--- src/rtl/kt_job_arbiter.sv ---
`default_nettype none
// ============================================================================
// Module   : kt_job_arbiter
// Purpose  : Shares one Knight's-Tour solver core among NREQ requesters.
//            Requesters are granted round-robin. The owner's prefix path is
//            streamed into the core load port. The core's 25-beat result
//            burst is returned tagged with the owner ID. Protocol, config,
//            sequencing and watchdog errors are flagged with sticky bits.
// Revision : 1.0 - initial release
// ----------------------------------------------------------------------------
// Ports:
//   clk, rst_n           clock, asynchronous active-low reset
//   req / gnt            per-requester job request / registered one-hot grant
//   s_valid / s_ready    per-requester prefix beat handshake
//   s_x, s_y             packed 3-bit square per requester
//   s_move_num, s_prio   prefix length / priority, sampled on the first beat
//   kt_in_*              registered core load port
//   kt_out_*             core result port
//   r_*                  result beats tagged with the owner ID
//   err_*, err_clr       sticky error flags and their synchronous clear
//   job_cnt              completed-job counter (wraps)
// ============================================================================
module kt_job_arbiter #(
  parameter int          NREQ    = 2,
  parameter int          IDW     = 1,
  parameter logic [15:0] TIMEOUT = 16'hFFFF
) (
  input  logic              clk,
  input  logic              rst_n,
  input  logic [NREQ-1:0]   req,
  output logic [NREQ-1:0]   gnt,
  input  logic [NREQ-1:0]   s_valid,
  output logic [NREQ-1:0]   s_ready,
  input  logic [3*NREQ-1:0] s_x,
  input  logic [3*NREQ-1:0] s_y,
  input  logic [5*NREQ-1:0] s_move_num,
  input  logic [3*NREQ-1:0] s_prio,
  output logic              kt_in_valid,
  output logic [2:0]        kt_in_x,
  output logic [2:0]        kt_in_y,
  output logic [4:0]        kt_move_num,
  output logic [2:0]        kt_priority_num,
  input  logic              kt_out_valid,
  input  logic [2:0]        kt_out_x,
  input  logic [2:0]        kt_out_y,
  input  logic [4:0]        kt_move_out,
  output logic              r_valid,
  output logic [IDW-1:0]    r_id,
  output logic [2:0]        r_x,
  output logic [2:0]        r_y,
  output logic [4:0]        r_step,
  output logic              r_last,
  output logic              err_proto,
  output logic              err_cfg,
  output logic              err_seq,
  output logic              err_timeout,
  input  logic              err_clr,
  output logic [15:0]       job_cnt
);

  localparam logic [1:0] S_IDLE  = 2'd0;
  localparam logic [1:0] S_LOAD  = 2'd1;
  localparam logic [1:0] S_WAIT  = 2'd2;
  localparam logic [1:0] S_DRAIN = 2'd3;

  localparam logic [4:0] MAX_MOVES = 5'd24;
  localparam logic [4:0] LAST_STEP = 5'd25;

  logic [1:0]      state_q, state_d;
  logic [NREQ-1:0] gnt_q, gnt_d;
  logic [IDW-1:0]  owner_q, owner_d;
  logic [IDW-1:0]  last_grant_q, last_grant_d;
  logic [4:0]      mv_q, mv_d;
  logic [2:0]      prio_q, prio_d;
  logic [4:0]      beat_q, beat_d;
  logic [15:0]     wdog_q, wdog_d;
  logic [4:0]      exp_q, exp_d;
  logic            kin_valid_q, kin_valid_d;
  logic [2:0]      kin_x_q, kin_x_d, kin_y_q, kin_y_d, kin_prio_q, kin_prio_d;
  logic [4:0]      kin_mv_q, kin_mv_d;
  logic            rv_q, rv_d, rlast_q, rlast_d;
  logic [IDW-1:0]  rid_q, rid_d;
  logic [2:0]      rx_q, rx_d, ry_q, ry_d;
  logic [4:0]      rstep_q, rstep_d;
  logic            eproto_q, eproto_d, ecfg_q, ecfg_d;
  logic            eseq_q, eseq_d, eto_q, eto_d;
  logic [15:0]     jobs_q, jobs_d;

  // Owner's slice of the packed requester buses
  logic       own_valid;
  logic [2:0] own_x, own_y, own_prio;
  logic [4:0] own_mv;

  always_comb begin : p_owner_mux
    own_valid = 1'b0;
    own_x     = '0;
    own_y     = '0;
    own_mv    = '0;
    own_prio  = '0;
    for (int i = 0; i < NREQ; i++) begin
      if (owner_q == IDW'(i)) begin
        own_valid = s_valid[i];
        own_x     = s_x[3*i +: 3];
        own_y     = s_y[3*i +: 3];
        own_mv    = s_move_num[5*i +: 5];
        own_prio  = s_prio[3*i +: 3];
      end
    end
  end

  // Round-robin pick: first requester searching from last_grant+1
  logic           found;
  logic [IDW-1:0] pick, cand;

  always_comb begin : p_rr_pick
    found = 1'b0;
    pick  = last_grant_q;
    cand  = '0;
    for (int k = 1; k <= NREQ; k++) begin
      cand = IDW'((int'(last_grant_q) + k) % NREQ);
      for (int i = 0; i < NREQ; i++) begin
        if (!found && req[i] && (IDW'(i) == cand)) begin
          found = 1'b1;
          pick  = cand;
        end
      end
    end
  end

  // Shared transition conditions
  logic       acc, first, cfg_bad, load_done, gap, out_beat, drain_last;
  logic [4:0] target_mv;

  assign acc        = (state_q == S_LOAD) && own_valid;
  assign first      = (beat_q == 5'd0);
  assign cfg_bad    = (own_mv == 5'd0) || (own_mv > MAX_MOVES);
  assign target_mv  = first ? own_mv : mv_q;
  assign load_done  = acc && !(first && cfg_bad) && ((beat_q + 5'd1) == target_mv);
  // A missing beat is only a gap once the prefix has started
  assign gap        = (state_q == S_LOAD) && !first && !own_valid;
  assign out_beat   = kt_out_valid && ((state_q == S_WAIT) || (state_q == S_DRAIN));
  assign drain_last = out_beat && (exp_q == LAST_STEP);

  // FSM: state register
  always_ff @(posedge clk or negedge rst_n) begin
    if (!rst_n) state_q <= S_IDLE;
    else        state_q <= state_d;
  end

  // FSM: next state
  always_comb begin : p_next_state
    state_d = state_q;
    case (state_q)
      S_IDLE:  if (found) state_d = S_LOAD;
      S_LOAD: begin
        if (acc && first && cfg_bad)  state_d = S_IDLE;
        else if (load_done || gap)    state_d = S_WAIT;
      end
      S_WAIT:  if (kt_out_valid) state_d = S_DRAIN;
      S_DRAIN: if (drain_last)   state_d = S_IDLE;
      default: state_d = S_IDLE;
    endcase
  end

  // FSM: outputs (gnt_q is the owner's one-hot)
  always_comb begin : p_fsm_out
    s_ready = (state_q == S_LOAD) ? gnt_q : '0;
  end

  // Datapath next-state
  always_comb begin : p_datapath
    gnt_d        = gnt_q;
    owner_d      = owner_q;
    last_grant_d = last_grant_q;
    mv_d         = mv_q;
    prio_d       = prio_q;
    beat_d       = beat_q;
    wdog_d       = wdog_q;
    exp_d        = exp_q;
    kin_valid_d  = 1'b0;
    kin_x_d      = kin_x_q;
    kin_y_d      = kin_y_q;
    kin_mv_d     = kin_mv_q;
    kin_prio_d   = kin_prio_q;
    rv_d         = 1'b0;
    rlast_d      = 1'b0;
    rid_d        = rid_q;
    rx_d         = rx_q;
    ry_d         = ry_q;
    rstep_d      = rstep_q;
    jobs_d       = jobs_q;
    // Clear first; events below override so a same-cycle event wins
    eproto_d     = err_clr ? 1'b0 : eproto_q;
    ecfg_d       = err_clr ? 1'b0 : ecfg_q;
    eseq_d       = err_clr ? 1'b0 : eseq_q;
    eto_d        = err_clr ? 1'b0 : eto_q;

    if (state_q != S_WAIT) wdog_d = '0;

    case (state_q)
      S_IDLE: begin
        beat_d = '0;
        exp_d  = 5'd1;
        if (found) begin
          owner_d = pick;
          for (int i = 0; i < NREQ; i++) gnt_d[i] = (IDW'(i) == pick);
        end
      end
      S_LOAD: begin
        if (acc) begin
          if (first && cfg_bad) begin
            ecfg_d = 1'b1;
            gnt_d  = '0;
          end else begin
            if (first) begin
              mv_d   = own_mv;
              prio_d = own_prio;
            end
            kin_valid_d = 1'b1;
            kin_x_d     = own_x;
            kin_y_d     = own_y;
            kin_mv_d    = first ? own_mv : mv_q;
            kin_prio_d  = first ? own_prio : prio_q;
            beat_d      = beat_q + 5'd1;
          end
        end else if (gap) begin
          eproto_d = 1'b1;
        end
      end
      S_WAIT: begin
        // Saturates at TIMEOUT; err_timeout stays set until cleared
        if (wdog_q != TIMEOUT) begin
          wdog_d = wdog_q + 16'd1;
          if ((wdog_q + 16'd1) == TIMEOUT) eto_d = 1'b1;
        end
      end
      default: begin
        if (!kt_out_valid) eseq_d = 1'b1;
      end
    endcase

    if (out_beat) begin
      rv_d    = 1'b1;
      rid_d   = owner_q;
      rx_d    = kt_out_x;
      ry_d    = kt_out_y;
      rstep_d = kt_move_out;
      if (kt_move_out != exp_q) eseq_d = 1'b1;
      if (drain_last) begin
        rlast_d      = 1'b1;
        jobs_d       = jobs_q + 16'd1;
        gnt_d        = '0;
        last_grant_d = owner_q;
      end else begin
        exp_d = exp_q + 5'd1;
      end
    end
  end

  always_ff @(posedge clk or negedge rst_n) begin
    if (!rst_n) begin
      gnt_q        <= '0;
      owner_q      <= '0;
      last_grant_q <= IDW'(NREQ - 1);
      mv_q         <= '0;
      prio_q       <= '0;
      beat_q       <= '0;
      wdog_q       <= '0;
      exp_q        <= 5'd1;
      kin_valid_q  <= 1'b0;
      kin_x_q      <= '0;
      kin_y_q      <= '0;
      kin_mv_q     <= '0;
      kin_prio_q   <= '0;
      rv_q         <= 1'b0;
      rlast_q      <= 1'b0;
      rid_q        <= '0;
      rx_q         <= '0;
      ry_q         <= '0;
      rstep_q      <= '0;
      eproto_q     <= 1'b0;
      ecfg_q       <= 1'b0;
      eseq_q       <= 1'b0;
      eto_q        <= 1'b0;
      jobs_q       <= '0;
    end else begin
      gnt_q        <= gnt_d;
      owner_q      <= owner_d;
      last_grant_q <= last_grant_d;
      mv_q         <= mv_d;
      prio_q       <= prio_d;
      beat_q       <= beat_d;
      wdog_q       <= wdog_d;
      exp_q        <= exp_d;
      kin_valid_q  <= kin_valid_d;
      kin_x_q      <= kin_x_d;
      kin_y_q      <= kin_y_d;
      kin_mv_q     <= kin_mv_d;
      kin_prio_q   <= kin_prio_d;
      rv_q         <= rv_d;
      rlast_q      <= rlast_d;
      rid_q        <= rid_d;
      rx_q         <= rx_d;
      ry_q         <= ry_d;
      rstep_q      <= rstep_d;
      eproto_q     <= eproto_d;
      ecfg_q       <= ecfg_d;
      eseq_q       <= eseq_d;
      eto_q        <= eto_d;
      jobs_q       <= jobs_d;
    end
  end

  assign gnt             = gnt_q;
  assign kt_in_valid     = kin_valid_q;
  assign kt_in_x         = kin_x_q;
  assign kt_in_y         = kin_y_q;
  assign kt_move_num     = kin_mv_q;
  assign kt_priority_num = kin_prio_q;
  assign r_valid         = rv_q;
  assign r_id            = rid_q;
  assign r_x             = rx_q;
  assign r_y             = ry_q;
  assign r_step          = rstep_q;
  assign r_last          = rlast_q;
  assign err_proto       = eproto_q;
  assign err_cfg         = ecfg_q;
  assign err_seq         = eseq_q;
  assign err_timeout     = eto_q;
  assign job_cnt         = jobs_q;

endmodule
`default_nettype wire

--- config.mk ---
export PLATFORM = sky130hd
export DESIGN_NAME = kt_job_arbiter
export DESIGN_NICKNAME = d
export VERILOG_FILES = /design/src/rtl/kt_job_arbiter.sv
export SDC_FILE = /design/constraint.sdc
export NUM_CORES = 1
export LEC_CHECK = 0
export BUFFER_PORTS_ARGS = -buffer_cell sky130_fd_sc_hd__buf_2
export CAP_MARGIN = 15
export CORE_MARGIN = 2
export CORE_UTILIZATION = 40
export CTS_CLUSTER_SIZE = 20
export DETAILED_ROUTE_END_ITERATION = 12
export GPL_ROUTABILITY_DRIVEN = 0
export PLACE_DENSITY_LB_ADDON = 0.15
export SLEW_MARGIN = 20
export SYNTH_ARGS = -nofsm -noshare
export SYNTH_HDL_FRONTEND = slang
export SYNTH_SLANG_ARGS = --single-unit
--- constraint.sdc ---
create_clock -name clk -period 2.2 [get_ports clk]
set_clock_uncertainty 0.15 [all_clocks]
set_input_delay 0.11 -clock clk [delete_from_list [all_inputs] [get_ports clk]]
set_output_delay 0.11 -clock clk [all_outputs]
set_load 0.005 [all_outputs]
# Yosys cells after proc, flatten, opt, wreduce, memory -nomap -nowiden
# Index checks and enable logic that the tools add are counted.
# W data, S select, Z words.
dict set report op_classes {
  addsub 6
  magnitude_cmp 1
  n_eq_ne 15
  mux 60
  bitwise_logic 4
  reduce_logical 37
}
# operator count
set op_table {}
lappend op_table {{$mux W16} 3}
lappend op_table {{$mux W5} 7}
lappend op_table {{$add A16 B1 Y16 const B} 2}
lappend op_table {{$mux W1} 32}
lappend op_table {{$mux W2} 11}
lappend op_table {{$logic_and A1 B1 Y1} 17}
lappend op_table {{$eq A16 B16 Y1 const B} 1}
lappend op_table {{$ne A16 B16 Y1 const B} 1}
lappend op_table {{$mux W3} 4}
lappend op_table {{$ne A2 B2 Y1 const B} 6}
lappend op_table {{$add A5 B1 Y5 const B} 2}
lappend op_table {{$logic_not A5 Y1} 2}
lappend op_table {{$pmux W5 S2} 1}
lappend op_table {{$pmux W2 S4} 1}
lappend op_table {{$reduce_and A4 Y1} 2}
lappend op_table {{$logic_not A1 Y1} 6}
lappend op_table {{$reduce_and A3 Y1} 2}
lappend op_table {{$eq A5 B5 Y1} 1}
lappend op_table {{$eq A5 B5 Y1 const B} 1}
lappend op_table {{$gt A5 B5 Y1 const B} 1}
lappend op_table {{$ne A5 B5 Y1} 1}
lappend op_table {{$eq A2 B2 Y1 const B} 2}
lappend op_table {{$not A1 Y1} 4}
lappend op_table {{$pmux W2 S2} 1}
lappend op_table {{8 further kinds} 12}
dict set report word_totals {
  register_bits 81
  input_bits 47
  out_inout_bits 53
  word_cells 146
}

# Longest topological paths before layout
dict set report depth {
  depth_word 21
  ltp_mapped 8
  ltp_nobuf 7
}

# Worst setup path after synthesis
# Ideal clock, no wire load.
dict set report synth_path {
  path_kind {flip-flop to flip-flop}
  startpoint {register wdog_q[0]}
  endpoint {register eto_q, in the netlist err_timeout}
  setup_ns 0.095
  arrival_time_ns 1.814
  t_required_ns 1.955
  slack_ns 0.140
  path_stages_with_launch 7
  n_path_buf 0
  period_less_slack_ns 2.060
  cell_sequence {dfrtp_1 > ha_1 > clkinv_1 > nor3_2 > a21oi_1 > or4_1 > o31ai_1}
}
dict set report synth_via {
  elab_chain_len 5
  word_cells_on_any_way 6
  cone_classes {add/sub: 1; eq/ne: 2; mux: 3}
}
# element line
set synth_rtl {}
lappend synth_rtl {{from (decl)} 76} ;# logic [15:0] wdog_q, wdog_d;
lappend synth_rtl {{from (signal assigned)} 293} ;# wdog_q <= wdog_d;
lappend synth_rtl {{$add A16 B1 Y16} 234} ;# if ((wdog_q + 16'd1) == TIMEOUT) eto_d = 1'b1;
lappend synth_rtl {{$eq A16 B16 Y1} 234}
lappend synth_rtl {{$mux W1} 234}
lappend synth_rtl {{$mux W1 (*)} 232} ;# if (wdog_q != TIMEOUT) begin
lappend synth_rtl {{$mux W1 (*)} 200} ;# case (state_q)
lappend synth_rtl {{via eto_d} 86} ;# logic eseq_q, eseq_d, eto_q, eto_d;
lappend synth_rtl {{to (signal assigned)} 309} ;# eto_q <= eto_d;
lappend synth_rtl {{to (decl)} 86}
# The timed path passes the listed nets; every way through them passes the cells marked *.
# A chain may end at the register's enable or synchronous reset.

# Worst setup path after layout
dict set report layout_path {
  startpoint {register wdog_q[4]}
  endpoint {register eto_q, in the netlist err_timeout}
}
# Same word-level chain as after synthesis.

==> reports/qor.yml <==
routing:
  ant_nets: 0
  wl_per_cell_um: 14.6
  dr_total_vias: 3509
  dr.pass1.iters: 4
  detail_route.iter0.violations: 143
  via_per_inst: 5.07
  routed_wl_mm: 10.1
  drc: 0
timing:
  fmax_mhz: 457
  setup-violations-final: 0
  rsz0062_at_grt: "true"
  fin_setup_tns_ps: 0
  max-slew-margin-rel: 0.602
  setup_ws_ps: 10.3
  final_max_slew_viol_count: 0
  period_needed_ps: 2190
  final-hold-violation-count: 0
  period_share: 0.995
  worst_pin_slew_ps: 597
clock_tree:
  clock_path_buffers: 2
  numCtsBuffers: 9
  root_buffer: "clkbuf_8"
  htreeDepth: 3
  worst_setup_hold_path_clk_slew_ps: 100
  cts_tree: "done"
  cts_sinks: 81
  clk_latency_ps: 350
floorplan:
  initial_core_util: 0.405
  die-area_um2: 11100
  core_area_um2: 10200
  core.rowCount: 37
  die_height_um: 106
  die_w_um: 106
  ios: 100
power_and_ir_drop:
  power_frac_comb: 0.330
  swShare: 0.346
  power.total_mw: 4.70
  vdd_drop_max_mv: 0.459
  p_seq_frac: 0.424
  intPower_mw: 3.07
  powerDensity_nw_per_um2: 825
  clkPwrFrac: 0.246
  p_sw_mw: 1.63
  p_leak_nw: 2.69
cells_and_area:
  layout_common_cells: "buf_2 (98), dfrtp_1 (78), dlygate4sd3_1 (42)"
  drive_above_1_share: 0.318
  antenna_cells: 0
  final_nets: 605
  fillerInstances: 929
  final_common_cell: "buf_2"
  fin_cells: 692
  fin_util: 0.560
  syn2layout_area_growth_pct: 38.2
yosys:
  synthCells: 381
  synth_warnings: 0
  synth.yosys.seq_area_share: 0.492
  synth-seq-cells: 81
  synth_top_area_frac: 0.479
  syn-num-nets: 435
  netlist_area_um2: 4130
  synth_edf_count: 0
  synth_cell_types: 52
  async_reset_ff_frac: 1.00
  synth_top_area_cell: "dfrtp_1"
  avgSynthCellArea_um2: 10.8
  synth_ff_type: "dfrtp_1"
  synth_area_leaders: "dfrtp_1 (48%), mux2_1 (6.6%), xnor2_1 (4.5%), mux2i_1 (4.1%), xor2_1 (4.0%)"
global_routing:
  track_usage: 0.188
  grt_overflow: 0
  grt_pass1_wl_mm: 17.0
  antenna_found_initial: 0
  grt_max_degree: 46
  grt_pass1_vias: 3567
critical_path:
  cp_max_fo: 7
  end_kind: "flop"
  cp-start-kind: "flop"
  required_ps: 2280
  slowest_stage: "or4_1"
  worstPathArrival_ps: 2270
  cpPeakStageDelay_ps: 600
  critPathKind: "reg2reg"
  path_cells: "nand4_4, or4_1, and3_1, a311oi_1, o31ai_2"
  rrSetupSlack_ps: 10
placed_design:
  dp_hpwl_mm: 7.06
  port_buffers: 99
  pre_cts_slack_ps: -10.0
  dp_cells: 632
hold_path:
  hold_path_class: "in2reg"
outcome:
  status: "completed"
run:
  maxCapViolations: 0
-- cells by family after synthesis --
| kind of cell | count (synthesis) | share of synthesized area |
|---|---|---|
| simple gates | 120 | 0.164 |
| flops | 81 | 0.492 |
| compound gates | 59 | 0.0864 |
| mux | 48 | 0.126 |
| xor+xnor | 40 | 0.0849 |
| buf+inv | 26 | 0.0258 |
| fa+ha+maj | 7 | 0.0212 |
-- power groups by stage --
stage / Combinational [mW] / Clock (mW) / Sequential (mW)
floorplan: 0.873 / 0 / 1.96
global placement: 1.38 / 0 / 2.00
detailed placement: 1.39 / 0 / 2.01
CTS: 1.52 / 1.19 / 1.98
global route: 1.74 / 1.25 / 2.04
finish: 1.55 / 1.16 / 1.99
-- critical path: cells and delay by family (launching register included) --
kind | cells | cell delay, ps
flip-flops | 1 | 470
AO/OA/AOI/OAI | 2 | 390
AND/OR/NAND/NOR | 3 | 1040
-- worst paths after layout --
check | startpoint | depth (start not counted) | to
setup / recovery | wdog_q[4] | 5 | err_timeout
hold / removal | s_move_num[7] | 3 | kt_move_num[2]
setup reg to reg | wdog_q[4] | 5 | err_timeout
hold reg to reg | r_x[1] | 1 | r_x[1]
max in group asynchronous | rst_n | 3 | exp_q[3]
min in group asynchronous | rst_n | 2 | r_x[0]
-- synth_stat cells (all sizes together), types with 2 or more instances --
library cell,n
a211oi,2
a21oi,16
a311oi,3
and2,6
and3,4
and4,4
buf,6
clkbuf,4
dfrtp,79
dfstp,2
ha,7
inv,15
mux2,31
mux2i,17
nand2,29
nand2b,4
nand3,23
nand4,8
nor2,17
nor3,8
nor4,7
nor4b,2
o211ai,3
o21ai,21
o22ai,3
o311ai,2
o31ai,3
or4,4
xnor2,21
xor2,19
-- metrics by stage --
step	hold WS (ps)	area [µm²]
2_1_floorplan	-336	4130
3_3_place_gp	3.57	4960
3_5_place_dp	9.18	4960
4_1_cts	0.984	5610
5_1_grt	28.2	5700
6_report	15.8	5700
-- layout make-up --
type	count	area, µm²	area share
clock buffer	9	124	0.0217
timing repair buffer	169	1140	0.200
inverter	16	60.1	0.0105
multi-input combinational	274	2090	0.367
tap	136	170	0.0299
clock inverter	7	85.1	0.0149
sequential	81	2030	0.356
-- what timing repair did --
item | in CTS | in global routing
hold buffers | 42 | 0
pin swaps | 0 | 2
setup endpoints to repair | 8 | 20
buffers inserted | 0 | 2
resized for setup | 3 | 14
endpoints found under the hold margin | 75 | 0
-- state kept, by name, summed over array words and instances (netlist names), 2 cells and up, named ones only --
signal and cells:
kt_priority_num 3, kt_in_y 3, wdog_q 16, kt_in_x 3
beat_q 5, r_y 3, gnt 2, kt_move_num 5
r_step 5, r_x 3, exp_q 5, job_cnt 16
-- metal layers --
metal,vias up,global-route usage,part of all wire
met1,1707,0.238,0.44
met2,75,0.317,0.50
met5,-,0,0
met3,16,0.0464,0.045
met4,0,0.0573,0.014
li1,1711,-,-
Note: power is estimated with default switching activity, not from simulation.
